### config.mk
export PLATFORM = sky130hd
export DESIGN_NAME = fpu_op_dispatcher
export DESIGN_NICKNAME = d
export VERILOG_FILES = /design/src/rtl/fpu_op_dispatcher.sv
export SDC_FILE = /design/constraint.sdc
export NUM_CORES = 1
export LEC_CHECK = 0
export CAP_MARGIN = 10
export CORE_MARGIN = 8
export CORE_UTILIZATION = 40
export DETAILED_ROUTE_END_ITERATION = 6
export PLACE_DENSITY_LB_ADDON = 0.3
export RECOVER_POWER = 100
export SYNTH_ARGS = -nofsm -noshare
export SYNTH_HDL_FRONTEND = slang
export SYNTH_SLANG_ARGS = --single-unit
### constraint.sdc
create_clock -name clk -period 8.4 [get_ports clk]
set_input_delay 1.68 -clock clk [delete_from_list [all_inputs] [get_ports clk]]
set_output_delay 1.68 -clock clk [all_outputs]
set_load 0.05 [all_outputs]
### src/rtl/fpu_op_dispatcher.sv
// Queued front end for the FPU arithmetic units: a tagged request FIFO feeds a
// one-at-a-time issue FSM that runs each unit's begin/ready/ack protocol and
// returns tagged results in request order, with a watchdog for silent units.
module fpu_op_dispatcher #(
  parameter int unsigned W       = 64,
  parameter int unsigned NU      = 3,
  parameter int unsigned DEPTH   = 4,
  parameter int unsigned TAG_W   = 4,
  parameter int unsigned TIMEOUT = 255
) (
  input  logic              clk,
  input  logic              rst,
  input  logic              req_valid,
  output logic              req_ready,
  input  logic [2:0]        req_op,
  input  logic [1:0]        req_rmode,
  input  logic [1:0]        req_region,
  input  logic [TAG_W-1:0]  req_tag,
  input  logic [W-1:0]      req_data1,
  input  logic [W-1:0]      req_data2,
  output logic [NU-1:0]     unit_beg,
  output logic [NU-1:0]     unit_ack,
  output logic              unit_op,
  output logic [1:0]        unit_rmode,
  output logic [1:0]        unit_region,
  output logic [W-1:0]      unit_data1,
  output logic [W-1:0]      unit_data2,
  input  logic [NU-1:0]     unit_ready,
  input  logic [NU*W-1:0]   unit_result,
  input  logic [NU-1:0]     unit_ovf,
  input  logic [NU-1:0]     unit_unf,
  input  logic [NU-1:0]     unit_nan,
  output logic              res_valid,
  input  logic              res_ready,
  output logic [TAG_W-1:0]  res_tag,
  output logic [W-1:0]      res_data,
  output logic              res_ovf,
  output logic              res_unf,
  output logic              res_nan,
  output logic              res_err,
  output logic              busy
);

  localparam int unsigned AW  = $clog2(DEPTH);
  localparam int unsigned CW  = AW + 1;
  localparam int unsigned WDW = $clog2(TIMEOUT + 1);

  typedef enum logic [2:0] {S_IDLE, S_BEGIN, S_WAIT, S_ACK, S_RESP} state_t;

  typedef struct packed {
    logic [2:0]       op;
    logic [1:0]       rmode;
    logic [1:0]       region;
    logic [TAG_W-1:0] tag;
    logic [W-1:0]     data1;
    logic [W-1:0]     data2;
  } entry_t;

  entry_t          mem [DEPTH];
  logic [AW-1:0]   wr_ptr, rd_ptr;
  logic [CW-1:0]   count, count_nxt;
  logic            push, pop;
  entry_t          head;
  logic [1:0]      head_idx;
  logic            head_legal;

  state_t          state;
  logic [1:0]      iss_idx;
  logic [WDW-1:0]  wd;

  logic            sel_ready, sel_ovf, sel_unf, sel_nan;
  logic [W-1:0]    sel_result;

  assign push       = req_valid & req_ready;
  assign pop        = (state == S_IDLE) && (count != '0);
  assign count_nxt  = count + CW'(push) - CW'(pop);
  assign head       = mem[rd_ptr];
  assign head_idx   = head.op[2:1];
  assign head_legal = 32'(head_idx) < NU;
  assign busy       = (state != S_IDLE) || (count != '0);

  // FIFO storage; written on every accepted request
  always_ff @(posedge clk) begin
    if (push) mem[wr_ptr] <= {req_op, req_rmode, req_region, req_tag, req_data1, req_data2};
  end

  // FIFO pointers/occupancy; req_ready is registered so a same-cycle pop never frees a slot early
  always_ff @(posedge clk) begin
    if (rst) begin
      wr_ptr    <= '0;
      rd_ptr    <= '0;
      count     <= '0;
      req_ready <= 1'b1;
    end else begin
      if (push) wr_ptr <= wr_ptr + AW'(1);
      if (pop)  rd_ptr <= rd_ptr + AW'(1);
      count     <= count_nxt;
      req_ready <= (count_nxt != CW'(DEPTH));
    end
  end

  // Route the issued unit's ready/result/flags
  always_comb begin
    sel_ready  = 1'b0;
    sel_result = '0;
    sel_ovf    = 1'b0;
    sel_unf    = 1'b0;
    sel_nan    = 1'b0;
    for (int unsigned k = 0; k < NU; k++) begin
      if (iss_idx == 2'(k)) begin
        sel_ready  = unit_ready[k];
        sel_result = unit_result[k*W +: W];
        sel_ovf    = unit_ovf[k];
        sel_unf    = unit_unf[k];
        sel_nan    = unit_nan[k];
      end
    end
  end

  // Issue FSM with registered unit strobes, issue fields and response outputs
  always_ff @(posedge clk) begin
    if (rst) begin
      state       <= S_IDLE;
      iss_idx     <= '0;
      wd          <= '0;
      unit_beg    <= '0;
      unit_ack    <= '0;
      unit_op     <= 1'b0;
      unit_rmode  <= '0;
      unit_region <= '0;
      unit_data1  <= '0;
      unit_data2  <= '0;
      res_valid   <= 1'b0;
      res_tag     <= '0;
      res_data    <= '0;
      res_ovf     <= 1'b0;
      res_unf     <= 1'b0;
      res_nan     <= 1'b0;
      res_err     <= 1'b0;
    end else begin
      unit_beg <= '0;
      unit_ack <= '0;
      case (state)
        S_IDLE: begin
          if (pop) begin
            res_tag <= head.tag;
            if (head_legal) begin
              iss_idx     <= head_idx;
              unit_op     <= head.op[0];
              unit_rmode  <= head.rmode;
              unit_region <= head.region;
              unit_data1  <= head.data1;
              unit_data2  <= head.data2;
              unit_beg    <= NU'(1) << head_idx;
              state       <= S_BEGIN;
            end else begin
              res_data  <= '0;
              res_ovf   <= 1'b0;
              res_unf   <= 1'b0;
              res_nan   <= 1'b0;
              res_err   <= 1'b1;
              res_valid <= 1'b1;
              state     <= S_RESP;
            end
          end
        end
        S_BEGIN: begin
          wd    <= '0;
          state <= S_WAIT;
        end
        S_WAIT: begin
          // wd counts completed WAIT cycles, so the TIMEOUT-th WAIT cycle sees wd == TIMEOUT-1
          if (sel_ready) begin
            res_data <= sel_result;
            res_ovf  <= sel_ovf;
            res_unf  <= sel_unf;
            res_nan  <= sel_nan;
            res_err  <= 1'b0;
            unit_ack <= NU'(1) << iss_idx;
            state    <= S_ACK;
          end else if (wd == WDW'(TIMEOUT - 1)) begin
            res_data <= '0;
            res_ovf  <= 1'b0;
            res_unf  <= 1'b0;
            res_nan  <= 1'b0;
            res_err  <= 1'b1;
            unit_ack <= NU'(1) << iss_idx;
            state    <= S_ACK;
          end else begin
            wd <= wd + WDW'(1);
          end
        end
        S_ACK: begin
          res_valid <= 1'b1;
          state     <= S_RESP;
        end
        S_RESP: begin
          if (res_ready) begin
            res_valid <= 1'b0;
            state     <= S_IDLE;
          end
        end
        default: state <= S_IDLE;
      endcase
    end
  end

endmodule

# Yosys cells after proc, flatten, opt, wreduce, memory -nomap -nowiden
# Memories as Yosys holds them, arrays and structs flattened. A register that Yosys moved wholly into a read port is not among the register bits.
# Cells that the tools add are included.
op_classes:
  shifts: 2
  n_reduce_logical: 17
  muxes: 51
  bitwise: 5
  magnitude_cmp: 1
  add_sub_neg: 5
  n_eq_ne: 14
op_table:
  columns: ["op", "count"]
  rows:
  - ["64-bit two-way mux", 7]
  - ["64-bit one-hot mux with 2 select lines", 1]
  - ["1-bit two-way mux", 25]
  - ["3-bit two-way mux", 7]
  - ["8-bit two-way mux", 2]
  - ["8-bit one-hot mux with 2 select lines", 1]
  - ["3-bit one-hot mux with 5 select lines", 1]
  - ["2-bit != test, second input constant", 5]
  - ["3-bit AND reduction", 3]
  - ["3-bit nonzero test", 3]
  - ["8-bit by 1-bit adder with 8-bit output, second input constant", 1]
  - ["8-bit equality test, second input constant", 1]
  - ["1-bit one-hot mux with 2 select lines", 4]
  - ["4-bit AND reduction", 2]
  - ["3-bit by 2-bit equality test with 1-bit output, second input constant", 2]
  - ["3-bit != test, second input constant", 2]
  - ["1-bit by 2-bit << shifter with 3-bit output, first input constant", 2]
  - ["2-bit by 1-bit adder with 2-bit output, second input constant", 2]
  - ["2-bit two-way mux", 2]
  - ["1-bit inverter", 4]
  - ["2-bit nonzero test", 2]
  - ["4-bit OR reduction", 1]
  - ["3-bit by 1-bit adder with 3-bit output", 1]
  - ["3-bit by 1-bit equality test with 1-bit output, second input constant", 1]
  - ["other kinds (13)", 13]
totals:
  n_memories: 1
  word_cells: 117
  reg_bits: 233
  in_bits: 347
  mem_bits_rw: 556
mem_list:
  columns: ["name", "depth", "width", "read_ports", "rd_clocked_by_memory_dff", "wr", "line", "rtl"]
  rows:
  - ["mem", 4, 139, 1, 1, 1, "59", "entry_t mem [DEPTH];"]

# Longest topological paths before layout
depth:
  depth_word: 6
  depth_mapped: 12

# Least setup slack after synthesis
# OpenSTA, ideal clock, no wires.
synth_timing:
  kind: "input to register"
  from: "input req_valid"
  to: "memory mem[0][0] (netlist name), enable pin"
  arrival_time_ns: 4.925
  setup_ns: 0.516
  t_required_ns: 7.884
  cell_stages: 1
  n_path_buf: 0
  path_slack_ns: 2.960
  cell_sequence: "and3_1"
synth_via:
  elab_chain_cells: 3
synth_rtl:
  columns: ["element", "line", "rtl"]
  rows:
  - ["from (decl)", "13", "input logic req_valid,"]
  - ["1-bit AND", "74", "assign push = req_valid & req_ready;"]
  - ["1-bit two-way mux", "84", "if (push) mem[wr_ptr] <= {req_op, req_rmode, req_region, req_tag, req_data1, req_data2};"]
  - ["1-bit two-way mux (implied by the code)", "84", null]
  - ["to (decl)", "59", null]
# No other way between the ends.

# Worst setup path in the final report
layout_timing:
  from: "input unit_ready[1]"
  to: "register res_data[37]"
layout_via:
  elab_chain_cells: 4
  elab_cells_between_ends: 6
  classes_between: "1 x eq/ne; 4 x mux; 1 x reduce/logical"
layout_rtl:
  columns: ["element", "line", "rtl"]
  rows:
  - ["from (decl)", "28", "input logic [NU-1:0] unit_ready,"]
  - ["1-bit two-way mux (*) (2 in a row)", "110", "if (iss_idx == 2'(k)) begin"]
  - ["3-bit != test (no source line) or 64-bit two-way mux (tied branches)", null, null]
  - ["4-bit AND reduction (no source line) or 64-bit one-hot mux with 2 select lines (tied branches)", null, null]
  - ["to (signal assigned)", "174", "res_data <= sel_result;"]
  - ["to (decl)", "36", "output logic [W-1:0] res_data,"]
# Mark *: on every way between the ends. The rest lies on a longest branch, timed or not.
# A chain may end at the register's enable or synchronous reset.

==> results.sh <==
export IMPL_status="complete, but fails checks"
export IMPL_violations="capacitance limit, slew limit"
export IMPL_hpwl_um=54000
export IMPL_fin_skew_ns=0.0426
export IMPL_final_min_clock_period_ns=5.53
export IMPL_seq_area_frac_synth=0.726
export IMPL_post_route_drc_count=0
export IMPL_hold_depth=2
export IMPL_drv_slew=420
export IMPL_worstPathArrival_ns=6.07
export IMPL_worstPathMaxFanout=67
export IMPL_whs_ns=0.449
export IMPL_dieArea_um2=82600
export IMPL_cp_required_ns=8.94
export IMPL_rows=99
export IMPL_grt_max_degree=94
export IMPL_r2r_end="unit_data1[27]"
export IMPL_layout_commonest_cell="edfxtp_1"
export IMPL_hold_violations=0
export IMPL_wirelength_um=80800
export IMPL_clk_latency_ns=0.61
export IMPL_nets=2763
export IMPL_cts_made_buffers=82
export IMPL_worstHoldPathType="reg2reg"
export IMPL_clk_pin_slew_worst_paths_ns=0.06
export IMPL_core_um2=73000
export IMPL_ios=561
export IMPL_cp_top_family="buffers and inverters"
export IMPL_p_leak_nw=13.3
export IMPL_drive_above_1_share=0.119
export IMPL_ys_ff_latch=791
export IMPL_syn_area_um2=29500
export IMPL_htree_levels=3
export IMPL_mostFrequentLayoutCells="edfxtp_1, nand2_1, dlygate4sd3_1, dfxtp_1, clkdlybuf4s50_1"
export IMPL_cts_tree="yes"
export IMPL_cts_resized=0
export IMPL_grt_usage=0.189
export IMPL_fmax_ghz=0.181
export IMPL_dp_slack_ns=4.12
export IMPL_final_area_um2=38700
export IMPL_postCtsSetupBuffers=0
export IMPL_antenna_found_initial=34
export IMPL_grt_pass1_vias=18700
export IMPL_yosysWarnings=0
export IMPL_synth_edf_count=556
export IMPL_setup_slack_ns=2.87
export IMPL_cp_num_buf_inv=2
export IMPL_slowest_stage="clkbuf_1"
export IMPL_critPathLaunchType="input pin"
export IMPL_holdBufCountCts=0
export IMPL_port_buffers=560
export IMPL_path_class="in2reg"
export IMPL_async_flop_share=0
export IMPL_crit_path_end_kind="flip-flop"
export IMPL_worstSetupEndpoint="res_data[37]"
export IMPL_synth_nets=2217
export IMPL_viasPerCell=5.20
export IMPL_ir_drop_mv=0.326
export IMPL_drtIter0Drc=1248
export IMPL_slew_headroom=-1.80
export IMPL_critPathLaunch="unit_ready[1]"
export IMPL_place_congestion=0.838
export IMPL_r2r_cells=6
export IMPL_yosys_most_used_dff="edfxtp_1"
export IMPL_vias=18000
export IMPL_dieHeight_um=287
export IMPL_setup_viol=0
export IMPL_placed_area_um2=36000
export IMPL_worst_pin_slew_ns=4.20
export IMPL_rsz0062_at_grt="no"
export IMPL_path_depth=7
export IMPL_max_stage_delay_ns=2.29
export IMPL_clock_path_buffers=3
export IMPL_post_route_period_util=0.658
export IMPL_wl_per_cell_um=23.4
export IMPL_root_buffer="clkbuf_16"
export IMPL_cap_violations=8
export IMPL_syn_inst=1862
export IMPL_setup_tns_final_ns=0
export IMPL_area_growth_synth_to_final_pct=31.3
export IMPL_path_cells="dlygate4sd3_1 -> mux2i_1 -> o2bb2ai_1 -> nor2_1 -> o221a_2 -> clkbuf_1 -> a22o_1"
export IMPL_dr_pass1_iters=7
export IMPL_synth_cell_type_count=49
export IMPL_die_w_um=287
export IMPL_grt_overflow=0
export IMPL_antenna_left=0
export IMPL_start_util=0.404
export IMPL_grt_pass1_wl_um=119000
export IMPL_clock_sinks=791
export IMPL_avgSynthCellArea_um2=15.8
export IMPL_rrSetupSlack_ns=3.33
export IMPL_power_per_cell_area_nw_per_um2=335
sequential cells by signal, summed over array words and instances, names as in the netlist, named ones only:
name         cells
unit_data2      64
res_ovf          1
unit_ack         3
state            3
res_err          1
req_ready        1
unit_beg         3
res_unf          1
res_data        64
wr_ptr           2
res_tag          4
rd_ptr           2
unit_region      2
wd               8
unit_data1      64
res_valid        1
res_nan          1
mem            556
iss_idx          2
count            3
unit_rmode       2
unit_op          1
layout make-up:
type / count / area (um^2)
Antenna cell: 21 / 52.6
Clock buffer: 108 / 2230
Clock inverter: 44 / 494
Fill cell: 5826 / 34300
Inverter: 7 / 26.3
Multi-Input combinational cell: 945 / 7520
Sequential cell: 791 / 21400
Tap cell: 959 / 1200
Timing Repair Buffer: 581 / 5770
kinds of logic (layout without fill, tap and decap cells):
kind of cell	count (synthesis)	after routing	share of synthesized area
AOI/OAI and AO/OA	302	302	0.0622
other	0	21	0
and+or+nand+nor	421	421	0.0575
buffers and inverters	126	740	0.0188
adders and majority gates	8	8	0.00365
muxes	208	208	0.130
xor gates and xnor gates	6	6	0.00178
DFF	791	791	0.726
through the flow:
step / cells / util / power (mW)
CTS: 3435 / 0.530 / 13.3
global placement: 3283 / 0.493 / 9.55
detailed placement: 3283 / 0.493 / 9.61
global route: 3443 / 0.530 / 13.6
finish: 3456 / 0.530 / 13.0
floorplan: 1862 / - / 8.07
cells in the mapped netlist, types with 8 or more instances:
cell	instances	area, um^2
o21ai_0	74	370
buf_2	38	190
a22o_1	67	587
edfxtp_1	556	16700
buf_1	8	30.0
clkbuf_1	68	255
nor2_1	20	75.1
mux2i_1	69	691
mux4_2	139	3130
dfxtp_1	235	4700
nand2_1	357	1340
a21oi_1	145	726
worst min-delay path by stage:
| stage | startpoint | endpoint |
|---|---|---|
| CTS | unit_data1[51] | unit_data1[51] |
| floorplan | wd[6] | wd[6] |
| detailed placement | unit_data1[51] | unit_data1[51] |
| finish | unit_data2[57] | unit_data2[57] |
| global route | unit_data1[23] | unit_data1[23] |
| global placement | unit_data1[41] | unit_data1[41] |
per-layer routing:
metal	vias to the layer above	track usage	wire [um]
met4	10	0.0672	2190
met5	-	0	65
li1	8194	-	-
met3	140	0.0530	6700
met2	649	0.322	40800
met1	8979	0.230	31100
where the power goes:
group	internal, mW	switching [mW]	total [mW]
Combinational	1.45	2.79	4.24
Sequential	4.75	0.351	5.10
Clock	2.11	1.50	3.61
worst register-to-register path: stages, from the launching register on:
cell     delay, ns
dfxtp_1       1.13
mux4_2        0.54
nand2_1       0.19
nand2_1       1.74
buf_4         0.98
nand2_1       0.18
a21oi_1       0.20
Power figures use the tool's default switching activity.
